<file path="src/rtl/stream_pkg.sv">
`default_nettype none
// ============================================================================
// Module      : stream_pkg
// Description : Shared encodings for the stream reducer family: operation
//               codes, control-state encoding and an elaboration-time width
//               guard macro.
// Revision    : 1.0 - initial release
// ============================================================================

`ifndef STREAM_PKG_MACROS_SV
`define STREAM_PKG_MACROS_SV
// Elaboration-time guard: stops the build when A < B. Use inside a module
// body; LBL names the generate block so the check is visible in hierarchy.
`define STREAM_CHECK_GE(LBL, A, B) \
    if ((A) < (B)) begin : LBL \
        $error("stream_pkg: width check failed"); \
    end
`endif

package stream_pkg;

    // Fold operation encodings
    localparam logic [1:0] OP_SUM = 2'd0;
    localparam logic [1:0] OP_MIN = 2'd1;
    localparam logic [1:0] OP_MAX = 2'd2;
    localparam logic [1:0] OP_XOR = 2'd3;

    // Frame control states
    typedef enum logic [1:0] {
        IDLE  = 2'd0,
        ACCUM = 2'd1,
        EMIT  = 2'd2
    } state_t;

endpackage

`default_nettype wire

</file>
<file path="src/rtl/stream_reduce_alu.sv">
`default_nettype none
// ============================================================================
// Module      : stream_reduce_alu
// Description : Combinational fold step f(a, ext) for sum/min/max/xor.
//               Optional macro STREAM_REDUCE_SAT_EN turns the sum into a
//               saturating add and exposes a per-step clamp flag.
// Revision    : 1.0 - initial release
// ============================================================================
module stream_reduce_alu
    import stream_pkg::*;
#(
    parameter int ACC_W  = 32,
    parameter int SIGNED = 1
) (
    input  logic [1:0]       op,
    input  logic [ACC_W-1:0] a,
    input  logic [ACC_W-1:0] ext,
    output logic [ACC_W-1:0] result
`ifdef STREAM_REDUCE_SAT_EN
    ,
    output logic             sat
`endif
);

    localparam logic c_signed = (SIGNED != 0);

    logic [ACC_W-1:0] w_sum;
    logic             w_lt;
    logic             w_gt;

`ifdef STREAM_REDUCE_SAT_EN
    // Carry-out kept for unsigned clamp detection
    logic [ACC_W:0]   w_wide;
    logic             w_ovf;
    assign w_wide = {1'b0, a} + {1'b0, ext};
    assign w_sum  = w_wide[ACC_W-1:0];
    // Signed overflow: operands agree in sign but the result does not
    assign w_ovf  = (a[ACC_W-1] == ext[ACC_W-1]) && (w_sum[ACC_W-1] != a[ACC_W-1]);
`else
    assign w_sum  = a + ext;
`endif

    assign w_lt = c_signed ? ($signed(ext) < $signed(a)) : (ext < a);
    assign w_gt = c_signed ? ($signed(ext) > $signed(a)) : (ext > a);

    // Select the fold result for the requested operation
    always_comb begin
        result = a;
`ifdef STREAM_REDUCE_SAT_EN
        sat    = 1'b0;
`endif
        case (op)
            OP_SUM: begin
                result = w_sum;
`ifdef STREAM_REDUCE_SAT_EN
                if (c_signed) begin
                    if (w_ovf) begin
                        result = a[ACC_W-1] ? {1'b1, {(ACC_W-1){1'b0}}}
                                            : {1'b0, {(ACC_W-1){1'b1}}};
                        sat    = 1'b1;
                    end
                end else if (w_wide[ACC_W]) begin
                    result = {ACC_W{1'b1}};
                    sat    = 1'b1;
                end
`endif
            end
            OP_MIN:  result = w_lt ? ext : a;
            OP_MAX:  result = w_gt ? ext : a;
            OP_XOR:  result = a ^ ext;
            default: result = a;
        endcase
    end

endmodule

`default_nettype wire

</file>
<file path="src/rtl/stream_reduce.sv">
`default_nettype none
// ============================================================================
// Module      : stream_reduce
// Description : Back-pressured stream reducer. Folds each in_last-terminated
//               frame into one scalar (sum/min/max/xor) seeded by init_in and
//               reports the beat count. Optional macro STREAM_REDUCE_SAT_EN
//               enables saturating sum and the out_sat flag.
// Revision    : 1.0 - initial release
// ============================================================================
module stream_reduce
    import stream_pkg::*;
#(
    parameter int DATA_W = 32,
    parameter int ACC_W  = 32,
    parameter int CNT_W  = 16,
    parameter int SIGNED = 1
) (
    input  logic              clk,
    input  logic              nrst,
    input  logic [1:0]        op,
    input  logic [ACC_W-1:0]  init_in,
    input  logic              in_valid,
    output logic              in_ready,
    input  logic [DATA_W-1:0] in_data,
    input  logic              in_last,
    output logic              out_valid,
    input  logic              out_ready,
    output logic [ACC_W-1:0]  out_data,
    output logic [CNT_W-1:0]  out_count
`ifdef STREAM_REDUCE_SAT_EN
    ,
    output logic              out_sat
`endif
);

    localparam logic c_signed = (SIGNED != 0);

    `STREAM_CHECK_GE(g_acc_w_check, ACC_W, DATA_W)

    state_t           r_state;
    logic [ACC_W-1:0] r_acc;
    logic [CNT_W-1:0] r_cnt;
    logic [1:0]       r_op;
    logic             r_in_ready;
    logic             r_out_valid;

    logic [ACC_W-1:0] w_ext;
    logic [ACC_W-1:0] w_alu_a;
    logic [1:0]       w_alu_op;
    logic [ACC_W-1:0] w_alu_res;
    logic             w_accept;
    logic             w_first;

    // Widen the element to accumulator width
    generate
        if (ACC_W > DATA_W) begin : g_ext_pad
            assign w_ext = {{(ACC_W-DATA_W){c_signed & in_data[DATA_W-1]}}, in_data};
        end else begin : g_ext_same
            assign w_ext = in_data;
        end
    endgenerate

    // The first beat of a frame folds against the seed using the live op;
    // later beats use the op captured at frame start.
    assign w_first  = (r_state == IDLE);
    assign w_alu_a  = w_first ? init_in : r_acc;
    assign w_alu_op = w_first ? op      : r_op;
    assign w_accept = in_valid && r_in_ready;

`ifdef STREAM_REDUCE_SAT_EN
    logic w_alu_sat;
    logic r_sat;
`endif

    stream_reduce_alu #(
        .ACC_W  (ACC_W),
        .SIGNED (SIGNED)
    ) u_alu (
        .op     (w_alu_op),
        .a      (w_alu_a),
        .ext    (w_ext),
        .result (w_alu_res)
`ifdef STREAM_REDUCE_SAT_EN
        ,
        .sat    (w_alu_sat)
`endif
    );

    // Frame control, accumulator and registered handshake outputs
    always_ff @(posedge clk or negedge nrst) begin
        if (!nrst) begin
            r_state     <= IDLE;
            r_acc       <= '0;
            r_cnt       <= '0;
            r_op        <= OP_SUM;
            r_in_ready  <= 1'b1;
            r_out_valid <= 1'b0;
`ifdef STREAM_REDUCE_SAT_EN
            r_sat       <= 1'b0;
`endif
        end else begin
            case (r_state)
                IDLE, ACCUM: begin
                    if (w_accept) begin
                        r_acc <= w_alu_res;
                        if (w_first) begin
                            r_op  <= op;
                            r_cnt <= CNT_W'(1);
`ifdef STREAM_REDUCE_SAT_EN
                            r_sat <= w_alu_sat;
`endif
                        end else begin
                            if (r_cnt != {CNT_W{1'b1}}) begin
                                r_cnt <= r_cnt + CNT_W'(1);
                            end
`ifdef STREAM_REDUCE_SAT_EN
                            r_sat <= r_sat | w_alu_sat;
`endif
                        end
                        if (in_last) begin
                            r_state     <= EMIT;
                            r_in_ready  <= 1'b0;
                            r_out_valid <= 1'b1;
                        end else begin
                            r_state     <= ACCUM;
                        end
                    end
                end
                EMIT: begin
                    if (out_ready) begin
                        r_state     <= IDLE;
                        r_in_ready  <= 1'b1;
                        r_out_valid <= 1'b0;
                    end
                end
                default: begin
                    r_state     <= IDLE;
                    r_in_ready  <= 1'b1;
                    r_out_valid <= 1'b0;
                end
            endcase
        end
    end

    assign in_ready  = r_in_ready;
    assign out_valid = r_out_valid;
    assign out_data  = r_acc;
    assign out_count = r_cnt;
`ifdef STREAM_REDUCE_SAT_EN
    assign out_sat   = r_sat;
`endif

endmodule

`default_nettype wire

</file>
<file path="config.mk">
export PLATFORM = sky130hd
export DESIGN_NAME = stream_reduce
export DESIGN_NICKNAME = d
export VERILOG_FILES = /design/src/rtl/stream_pkg.sv /design/src/rtl/stream_reduce_alu.sv /design/src/rtl/stream_reduce.sv
export SDC_FILE = /design/constraint.sdc
export NUM_CORES = 1
export LEC_CHECK = 0
export ABC_AREA = 1
export CAP_MARGIN = 20
export CORE_ASPECT_RATIO = 1.5
export CORE_MARGIN = 1.5
export CORE_UTILIZATION = 35
export CTS_CLUSTER_DIAMETER = 150
export DETAILED_ROUTE_END_ITERATION = 10
export GPL_TIMING_DRIVEN = 0
export HOLD_SLACK_MARGIN = 0.03
export PLACE_DENSITY = 0.54
export SYNTH_ARGS = -nofsm -noshare
export SYNTH_HDL_FRONTEND = slang
export SYNTH_SLANG_ARGS = --single-unit
</file>
<file path="constraint.sdc">
create_clock -name clk -period 4.6 [get_ports clk]
set_clock_uncertainty 0.2 [all_clocks]
set_input_delay 0.92 -clock clk [delete_from_list [all_inputs] [get_ports clk]]
set_output_delay 0.92 -clock clk [all_outputs]
set_load 0.01 [all_outputs]
</file>
# Word level (Yosys, flattened, before mapping)
# Cells that the tools add are included.
dict set report word_totals {
  regBits 54
  latch_bits 0
  mem_bits_rw 0
  rom_bits 0
  output_inout_bits 50
  elab_cells 48
  mem_count 0
}
dict set report op_classes {
  add_sub_neg 2
  multipliers 0
  div_mod_pow 0
  n_lt_le_gt_ge 2
  eq_ne 9
  shifts 0
  muxes 19
  bitwise 1
  reduce_logical 9
}
# op count
set op_table {}
lappend op_table {{$pmux 32 s4} 1}
lappend op_table {{$mux 32} 3}
lappend op_table {{$add 32x32->32} 1}
lappend op_table {{$gt 32x32->1} 1}
lappend op_table {{$lt 32x32->1} 1}
lappend op_table {{$mux 16} 2}
lappend op_table {{$xor 32x32->32} 1}
lappend op_table {{$add 16x1->16 const B} 1}
lappend op_table {{$ne 16x16->1 const B} 1}
lappend op_table {{$mux 2} 4}
lappend op_table {{$eq 2x2->1 const B} 3}
lappend op_table {{$mux 1} 6}
lappend op_table {{$ne 2x2->1 const B} 3}
lappend op_table {{$reduce_and 3->1} 2}
lappend op_table {{$eq 2x1->1 const B} 2}
lappend op_table {{$logic_not 2->1} 2}
lappend op_table {{$pmux 1 s2} 2}
lappend op_table {{$pmux 2 s2} 1}
lappend op_table {{$reduce_and 2->1} 2}
lappend op_table {{$reduce_bool 2->1} 1}
lappend op_table {{$reduce_or 2->1} 1}
lappend op_table {{$logic_and 1x1->1} 1}

# Longest topological paths before layout
dict set report logic_depth {
  depth_word 5
  depth_mapped 26
  mapped_depth_nobuf 24
}

# By module
# From an unflattened synthesis, not the netlist that was laid out.
dict set report hier_totals {
  hier_cells 1317
  hier_area_um2 7478.4
}
# module instances cells_per_inst area_per_inst_um2
set by_module_without_submodules {}
lappend by_module_without_submodules {stream_reduce_alu 1 898 4590.7}
lappend by_module_without_submodules {stream_reduce 1 419 2887.8}

# Least setup slack after synthesis
# No wires, ideal clock.
dict set report synth_timing {
  kind {input port to flip-flop}
  startpoint {input port init_in[13]}
  endpoint {register r_acc[1], in the netlist out_data[1]}
  setup_time_ns 0.116
  t_arrival_ns 3.027
  t_required_ns 4.284
  setup_slack_ns 1.256
  stages 19
  path_cell_list {or2_2 o21ai_0 ha_1 nand2_1 inv_1 o21ai_0 nand2_1 nor2_1 nand2_1 nand2_2 nand2_2 nand2_2 nand2_1 buf_6 buf_6 o211ai_1 nand3b_1 nand2_1 nand2_1}
}
dict set report synth_between {
  elab_chain_len 4
  word_cells_on_any_way 6
}
# element line_no
set synth_lines {}
lappend synth_lines {{start, declared} stream_reduce.sv:21} ;# input logic [ACC_W-1:0] init_in,
lappend synth_lines {{$mux 32 *} stream_reduce.sv:66} ;# assign w_alu_a = w_first ? init_in : r_acc;
lappend synth_lines {{$gt 32x32->1 or $lt 32x32->1 (tied branches)} {stream_reduce_alu.sv:44, stream_reduce_alu.sv:43}}
lappend synth_lines {{$mux 32 (on tied branches)} {stream_reduce_alu.sv:69, stream_reduce_alu.sv:68}}
lappend synth_lines {{$pmux 32 s4 *} stream_reduce_alu.sv:52} ;# case (op)
lappend synth_lines {{end signal, assigned} stream_reduce.sv:105} ;# r_acc <= w_alu_res;
lappend synth_lines {{end, declared} stream_reduce.sv:41} ;# logic [ACC_W-1:0] r_acc;
# Mark *: on every way between the ends. The rest lies on a longest branch, timed or not.
# A chain may end at the register's enable or synchronous reset.

# Final worst setup path
dict set report layout_timing {
  startpoint {input port init_in[7]}
  endpoint {register r_acc[24], in the netlist out_data[24]}
}
# The elaborated chain is that of the path after synthesis.

==> flow_summary.toml <==
[run_status]
outcome = "finished, final reports clean"

[global_route]
grt_pass1_vias = 8649
grt_pass1_wl_um = 47800
grt_overflow = 0
grt_antenna_before_repair = 0
grt_usage_pct = 28.7
grt_max_degree = 55

[critical_path]
worst_path_max_delay_cell = "clkdlybuf4s50_1"
crit_top_cell = "nand2_1"
cp_data_arrival_time_ns = 4.40
crit_fanout = 10
crit_type = "in -> reg"
cp-end-kind = "flip-flop"
crit_family = "simple AND/OR/NAND/NOR gates"
r2r_slack_ns = 0.22
rr_worst_depth = 22
cp_cell_sequence = "clkdlybuf4s50_1 -> nand2_1 -> o21ai_0 -> ha_1 -> inv_2 -> nand2_1 -> nor3_1 -> nand2_1 -> nand2_1 -> nand2_1 -> nand2_1 -> nand2_2 -> nand2_2 -> nand2_2 -> nand2_2 -> buf_6 -> buf_6 -> nand3_1 -> nand3_1 -> nand4_1 -> nand2_1 -> inv_1"
path_depth = 22
critPathRequiredTime_ns = 4.61
start_kind = "input pin"
max_stage_delay_ns = 0.47
critical_path_buf_inv_count = 5

[clock_network]
root_buffer = "clkbuf_16"
post_cts_buffers = 0
cts_buffers = 5
path_clk_slew_ns = 0.08
clock_latency_ns = 0.32
clock-sinks = 54
cts_tree = "built"
clk_path_buf_depth = 2
h-tree-depth = 2

[placement]
place_congestion = 0.986
dpl.hpwl_um = 25900
dp.cells = 1680
place_ws_ns = -0.221
io_buffers = 120
dpl-instance-area_mm2 = 0.00900

[timing]
rsz0062_at_grt = "false"
whs_ns = 0.295
min_period_ns = 4.38
fmax_ghz = 0.228
setup_ws_ns = 0.216
setup_viol = 0
slew_headroom_pct = 47.8
slew_viol_final = 0
finalCritPeriodShare_pct = 95.3
hold_viol = 0
worst_pin_slew_ns = 0.774

[synthesis]
synth_cell_types = 41
synthCells = 1291
syn_area_mm2 = 0.00745
ys_warn_count = 0
ys_seq_area_share_pct = 18.1
synth_nets = 1430
ys_ff_latch = 54
syn_area_per_cell_um2 = 5.77
synth_edf_count = 0
synth_flop_cell = "dfrtp_1"
async_reset_ff_share_pct = 100

[drt]
dr.first_iter.drc_count = 641
vias = 8774
via_per_inst = 5.20
antenna_left = 0
drc = 0
drt_first_pass_iters = 5
drt_wl_total_um = 31500
wl_per_cell_um = 18.7

[power]
p_sw_share_pct = 60.8
ir_drop_uv = 337
switching_power_w = 0.00470
power_frac_seq_pct = 10.2
clockPowerShare_pct = 6.3
p_int_w = 0.00303
p_per_area_mw_per_mm2 = 842
power_leakage_nw = 4.62
p_comb_share_pct = 83.5

[layout]
final_area_mm2 = 0.00918
syn2layout_area_growth_pct = 23.1
finalNetCount = 1558
final_layout_size_suffix_gt1_share_pct = 5.28
final_util_pct = 43.7
fin_cells = 1688
num-fill-cells = 2325
antenna_cells = 0

[floorplanning]
core-area_mm2 = 0.0210
initial_core_util_pct = 35.5
rows = 65
ios = 121
dieArea_mm2 = 0.0222
fp.dieH_um = 182
dieWidth_um = 122

[hold_path]
hp-class = "reg -> reg"
hold_path_depth = 2

[job]
cap_viol_max_count = 0
==> path summary, 6_finish.rpt <==
kind	from	to
setup / recovery	init_in[7]	out_data[24]
hold / removal	r_op[0]	r_op[0]
setup reg to reg	r_state[0]	out_data[24]
hold reg to reg	r_op[0]	r_op[0]
max in group asynchronous	nrst	out_data[26]
min in group asynchronous	nrst	out_data[5]
==> sequential cells by signal, indices dropped and copies added, names as in the netlist <==
signal     cells
out_valid      1
in_ready       1
r_state        2
out_count     16
r_op           2
out_data      32
==> cell usage after synthesis (12+ instances only) <==
master,instances,area (um^2)
nor2_1,92,345
o21ai_0,81,405
ha_1,67,838
nor3_1,23,115
dfrtp_1,53,1330
nand3_1,150,751
clkbuf_1,26,97.6
nand4_1,26,163
inv_1,213,800
inv_2,12,45.0
buf_2,20,100
a21oi_1,78,390
nand2_1,354,1330
==> timing repair <==
item	CTS	global route
hold buffers	0	0
gates resized for setup	2	7
hold endpoints to repair	0	0
setup endpoints to repair	1	31
==> power groups by stage <==
stage	Clock [W]	Sequential (W)	Combinational, W
3_5_place_dp	0	0.000802	0.00637
3_3_place_gp	0	0.000799	0.00635
6_report	0.000486	0.000789	0.00645
4_1_cts	0.000506	0.000793	0.00641
2_1_floorplan	0	0.000865	0.00408
5_1_grt	0.000514	0.000813	0.00714
==> routing by layer <==
metal	GRT usage [%]	vias up	routed length, um
li1	-	4363	-
met4	18.8	0	2370
met5	0	-	0
met3	3.42	111	1460
met2	53.3	336	16300
met1	29.6	3964	11300
==> final cells by class <==
| type | instances | area, um^2 | area share [%] |
|---|---|---|---|
| plain buffers | 51 | 259 | 2.82 |
| clock buffers | 5 | 125 | 1.36 |
| clock inverters | 3 | 48.8 | 0.532 |
| inverters | 229 | 860 | 9.37 |
| multi-input cells | 957 | 4990 | 54.3 |
| flip-flops and latches | 54 | 1350 | 14.7 |
| well taps | 268 | 335 | 3.65 |
| repair buffers | 121 | 1210 | 13.2 |
==> cell usage in the layout, fill, tap and decap left out, types with 2 or more instances in the layout <==
| master | count |
|---|---|
| dfrtp_1 | 53 |
| nand3_2 | 4 |
| or2_1 | 2 |
| nor2_1 | 92 |
| nor3b_1 | 2 |
| nand4_1 | 26 |
| nand2_2 | 5 |
| xor2_1 | 9 |
| clkinv_1 | 4 |
| a21oi_1 | 78 |
| clkdlybuf4s50_1 | 119 |
| or2_2 | 8 |
| clkbuf_16 | 5 |
| inv_1 | 213 |
| nor3_1 | 23 |
| nor2_4 | 2 |
| nand3b_1 | 9 |
| o21ai_0 | 79 |
| buf_6 | 6 |
| o22ai_1 | 3 |
| a21boi_0 | 2 |
| o21ai_1 | 10 |
| clkbuf_1 | 22 |
| inv_2 | 12 |
| ha_1 | 67 |
| nand2_1 | 354 |
| xnor2_1 | 4 |
| o211ai_1 | 6 |
| nor2_2 | 2 |
| o21a_1 | 3 |
| a21o_1 | 4 |
| buf_2 | 20 |
| nand3_1 | 150 |
| clkbuf_2 | 4 |
| o21bai_1 | 5 |
==> metrics by stage <==
| stage | power (W) | setup TNS (ns) |
|---|---|---|
| after detailed placement | 0.00717 | -0.307 |
| after global routing | 0.00847 | 0 |
| final | 0.00773 | 0 |
| after floorplan | 0.00495 | 0 |
| after global placement | 0.00715 | -0.503 |
| after CTS | 0.00771 | 0 |
==> cell families (layout without fill, tap and decap cells) <==
logic type               after synthesis  after routing  share of synthesized area, %
adder cells (fa/ha/maj)               68             68                          11.5
flip-flops                            54             54                          18.1
buffers and inverters                280            409                          14.9
AND/OR/NAND/NOR                      682            682                          39.9
XOR/XNOR                              13             13                          1.53
AO/OA/AOI/OAI                        194            194                          13.9
==> worst min-delay path, cell delays in order, from the launching register on <==
cell     delay, ns
dfrtp_1       0.35
nand2_1       0.05
o21ai_0       0.06
Note: power is estimated with default switching activity, not from simulation.
==> RTL edit 1 (config.mk and constraints unchanged) <==
The 3 states of `state_t` get a one-hot encoding in 3 bits.
--- a/src/rtl/stream_pkg.sv
+++ b/src/rtl/stream_pkg.sv
@@ -26,10 +26,10 @@
     localparam logic [1:0] OP_XOR = 2'd3;
 
     // Frame control states
-    typedef enum logic [1:0] {
-        IDLE  = 2'd0,
-        ACCUM = 2'd1,
-        EMIT  = 2'd2
+    typedef enum logic [2:0] {
+        IDLE  = 3'b001,
+        ACCUM = 3'b010,
+        EMIT  = 3'b100
     } state_t;
 
 endpackage
Formal check against the unedited RTL: same outputs for any inputs over 4 cycles, from zero or initial values and one cycle with nrst low; so few cycles prove little.
==> RTL edit 1 against the original RTL <==
- global-route usage down 0.58 points
- routed wire length down 1.8%
- synthesized area up 0.50%
- first-iteration DRC count down 6.4%
- critical endpoint is now out_data[28]
- final cell count about the same
- sequential cell count up 1
- cell area up 1.1%
- synthesized cell count about the same
- setup slack better by 0.0077 ns
Power is left out: it rests on default switching activity, and per cell area and clock period it moved more than threefold.
==> RTL edit 1: results <==
set metrics [dict create \
    syn_avg_cell_area_sq_um 5.81 \
    dpl_cell_area_sq_mm 0.00902 \
    status "completed" \
    grt_pass1_wl_microns 47200 \
    dr_wl_met2_microns 15900 \
    dpl.cell_count 1678 \
    drt_iter0_markers 600 \
    totalWireLength_microns 30900 \
    setup.worst_path.end "out_data[28]" \
    fmax_ghz 0.229 \
    pre_cts_ws_ns -0.676 \
    met3_usage_pct 2.84 \
    r2r_start "r_state[0]" \
    max_stage_delay_ns 0.54 \
    multi_input_area_share_pct 54.3 \
    buffers 170 \
    hold_start "in_ready" \
    gp_congestion 0.942 \
    die_w_microns 122 \
    synth_cell_type_count 35 \
    area_growth_pct 23.8 \
    grt_max_degree 56 \
    cts_sinks 55 \
    met2_usage_pct 51.6 \
    viasPerCell 5.20 \
    grt_usage_pct 28.1 \
    cp_slowest_cell "dfstp_2" \
]
-- RTL edit 1: cell count changes in the layout (fill, tap and decap cells not counted), sizes merged, moves of 3 or more --
| cell | unedited run | this run |
|---|---|---|
| nor2 | 96 | 75 |
| nand2 | 359 | 346 |
| inv | 226 | 238 |
| or2 | 10 | 22 |
| o21ai | 89 | 97 |
| nor3 | 24 | 17 |
| nand3b | 9 | 14 |
| nand3 | 154 | 158 |
| xnor2 | 4 | 0 |
| xor2 | 9 | 13 |
| clkinv | 4 | 1 |
| o22ai | 3 | 0 |
-- RTL edit 1: kinds of logic after synthesis --
kind of cell,after synthesis,share of synthesized area (%)
and+or+nand+nor,668,39.2
DFF,55,18.4
adders and majority gates,70,11.8
xor gates and xnor gates,13,1.52
AOI/OAI and AO/OA,197,14.0
buffers and inverters,287,15.0
-- RTL edit 1: what timing repair did --
action	CTS	global route
resized for setup	19	37
setup endpoints to repair	32	32
gates cloned	0	0
buffers inserted	1	4
pin swaps	1	3
==> RTL edit 2 (config.mk and constraints unchanged) <==
Made on the original files. The option `STREAM_REDUCE_SAT_EN` is turned on by a define.
--- a/src/rtl/stream_reduce_alu.sv
+++ b/src/rtl/stream_reduce_alu.sv
@@ -6,6 +6,8 @@
 //               saturating add and exposes a per-step clamp flag.
 // Revision    : 1.0 - initial release
 // ============================================================================
+`define STREAM_REDUCE_SAT_EN
+
 module stream_reduce_alu
     import stream_pkg::*;
 #(
Check against the original RTL (old outputs only; new: out_sat): not equivalent (a bounded check fails within 4 cycles, from zero or initial values and one cycle with nrst low).
==> RTL edit 2 against the original RTL <==
- die area about the same
- largest cell class unchanged
- routed wire length rose by 0.30%
- setup slack lost 0.018 ns
- power down 5.3%
- sequential cell count is 1 higher
- synthesized area hardly changed
- cell area is essentially flat
==> RTL edit 2: results <==
set metrics [dict create \
    syn_inst 1226 \
    place_hpwl_microns 24900 \
    drt_pass1_iterations 7 \
    grt_usage_pct 28.6 \
    max_stage_delay_ns 0.42 \
    ir_drop_mv 0.367 \
    synth_nets 1366 \
    grt_pass1_vias 8416 \
    num_vias 8599 \
    status "completed" \
    totalWireLength_microns 31600 \
    dpl_cell_area_sq_mm 0.00900 \
    dpl.cell_count 1615 \
    synth_cell_type_count 46 \
    largest_reg_flops 32 \
    ys_seq_area_share_pct 18.5 \
    layout-drive-gt1-share_pct 7.44 \
    worstPathArrival_ns 4.41 \
    pre_cts_ws_ns -0.367 \
    cts_inserted_buffers 5 \
    io_buffers 121 \
    path_max_fanout 10 \
    grt_pass1_wl_microns 47700 \
    grt_max_degree 56 \
    wl_per_cell_microns 19.4 \
    gp_congestion 0.998 \
    ys_top_cells_by_count "nand2_1, inv_1, nand3_1, a21oi_1, nor2_1" \
    finalNetCount 1496 \
    cp_slowest_cell "dfrtp_1" \
    drt_iter0_markers 485 \
    holdCritPathClass "reg -> reg" \
    synth_area_leaders "dfrtp_1, nand2_1, ha_1" \
    slew_headroom_pct 40.6 \
    clk_latency_ns 0.32 \
    p_leak_nw 4.51 \
]
[RTL edit 2: cell types whose count changed after synthesis, moves of 18 or more]
cell / before / now
a21oi_1: 78 / 106
inv_1: 213 / 177
nand2_1: 354 / 323
nand3_1: 150 / 132
nand4_1: 26 / 8
o211ai_2: 0 / 20
[RTL edit 2: worst paths after layout]
kind	startpoint	endpoint	slack [ns]	depth (start not counted)
worst max-delay path	r_state[1]	out_data[28]	0.20	22
worst min-delay path	r_op[0]	r_op[0]	0.30	2
worst max register to register	r_state[1]	out_data[28]	0.20	22
worst min register to register	r_op[0]	r_op[0]	0.30	2
max in group asynchronous	nrst	out_data[10]	3.18	1
min in group asynchronous	nrst	out_count[0]	0.48	1
[RTL edit 2: cell families (layout without fill, tap and decap cells)]
kind of cell | Yosys count | count (layout) | share of synthesized area (%)
xor+xnor | 19 | 19 | 2.23
buf+inv | 234 | 365 | 13.1
simple gates | 603 | 603 | 34.7
flops | 55 | 55 | 18.5
compound gates | 246 | 246 | 19.8
fa+ha+maj | 69 | 69 | 11.7
[RTL edit 2: metrics by stage]
| step | setup TNS, ns | util, % |
|---|---|---|
| 5_1_grt | 0 | 43.8 |
| 2_1_floorplan | 0 | - |
| 3_5_place_dp | -9.05 | 42.9 |
| 6_report | 0 | 43.8 |
| 3_3_place_gp | -10.19 | 42.9 |
| 4_1_cts | 0 | 43.6 |
[RTL edit 2: metal layers]
| layer | track usage (%) | wire length [microns] | vias up | part of all wire [%] |
|---|---|---|---|---|
| met2 | 53.9 | 16600 | 299 | 53 |
| met3 | 2.26 | 1350 | 74 | 4.3 |
| met5 | 0 | 0 | - | 0 |
| met1 | 31.7 | 12100 | 3994 | 38 |
| li1 | - | - | 4232 | - |
| met4 | 13.5 | 1560 | 0 | 4.9 |
[RTL edit 2: layout make-up]
type	count	area (sq um)
Clock buffer	5	125
Timing Repair Buffer	123	1220
Buffer	50	307
Clock inverter	3	22.5
Tap cell	268	335
Inverter	184	691
Multi-Input combinational cell	937	5100
Sequential cell	55	1380
Fill cell	2356	11800
[RTL edit 2: critical path, delay by kind of cell, from the launching register on]
family	cells	cell delay, ns
AOI/OAI and AO/OA	5	0.93
adders and majority gates	1	0.30
buffers and inverters	6	1.16
DFF	1	0.42
and+or+nand+nor	10	1.25
[RTL edit 2: power by group]
group	internal, mW	switching [mW]	total [mW]
Clock	0.206	0.227	0.433
Sequential	0.666	0.130	0.796
Combinational	2.04	4.05	6.09
[RTL edit 2: timing repair]
| action | in CTS | in global routing |
|---|---|---|
| pin swaps | 0 | 1 |
| resized for setup | 5 | 15 |
| buffers inserted | 0 | 2 |
| endpoints found under the setup margin | 32 | 32 |
| gates cloned | 0 | 0 |
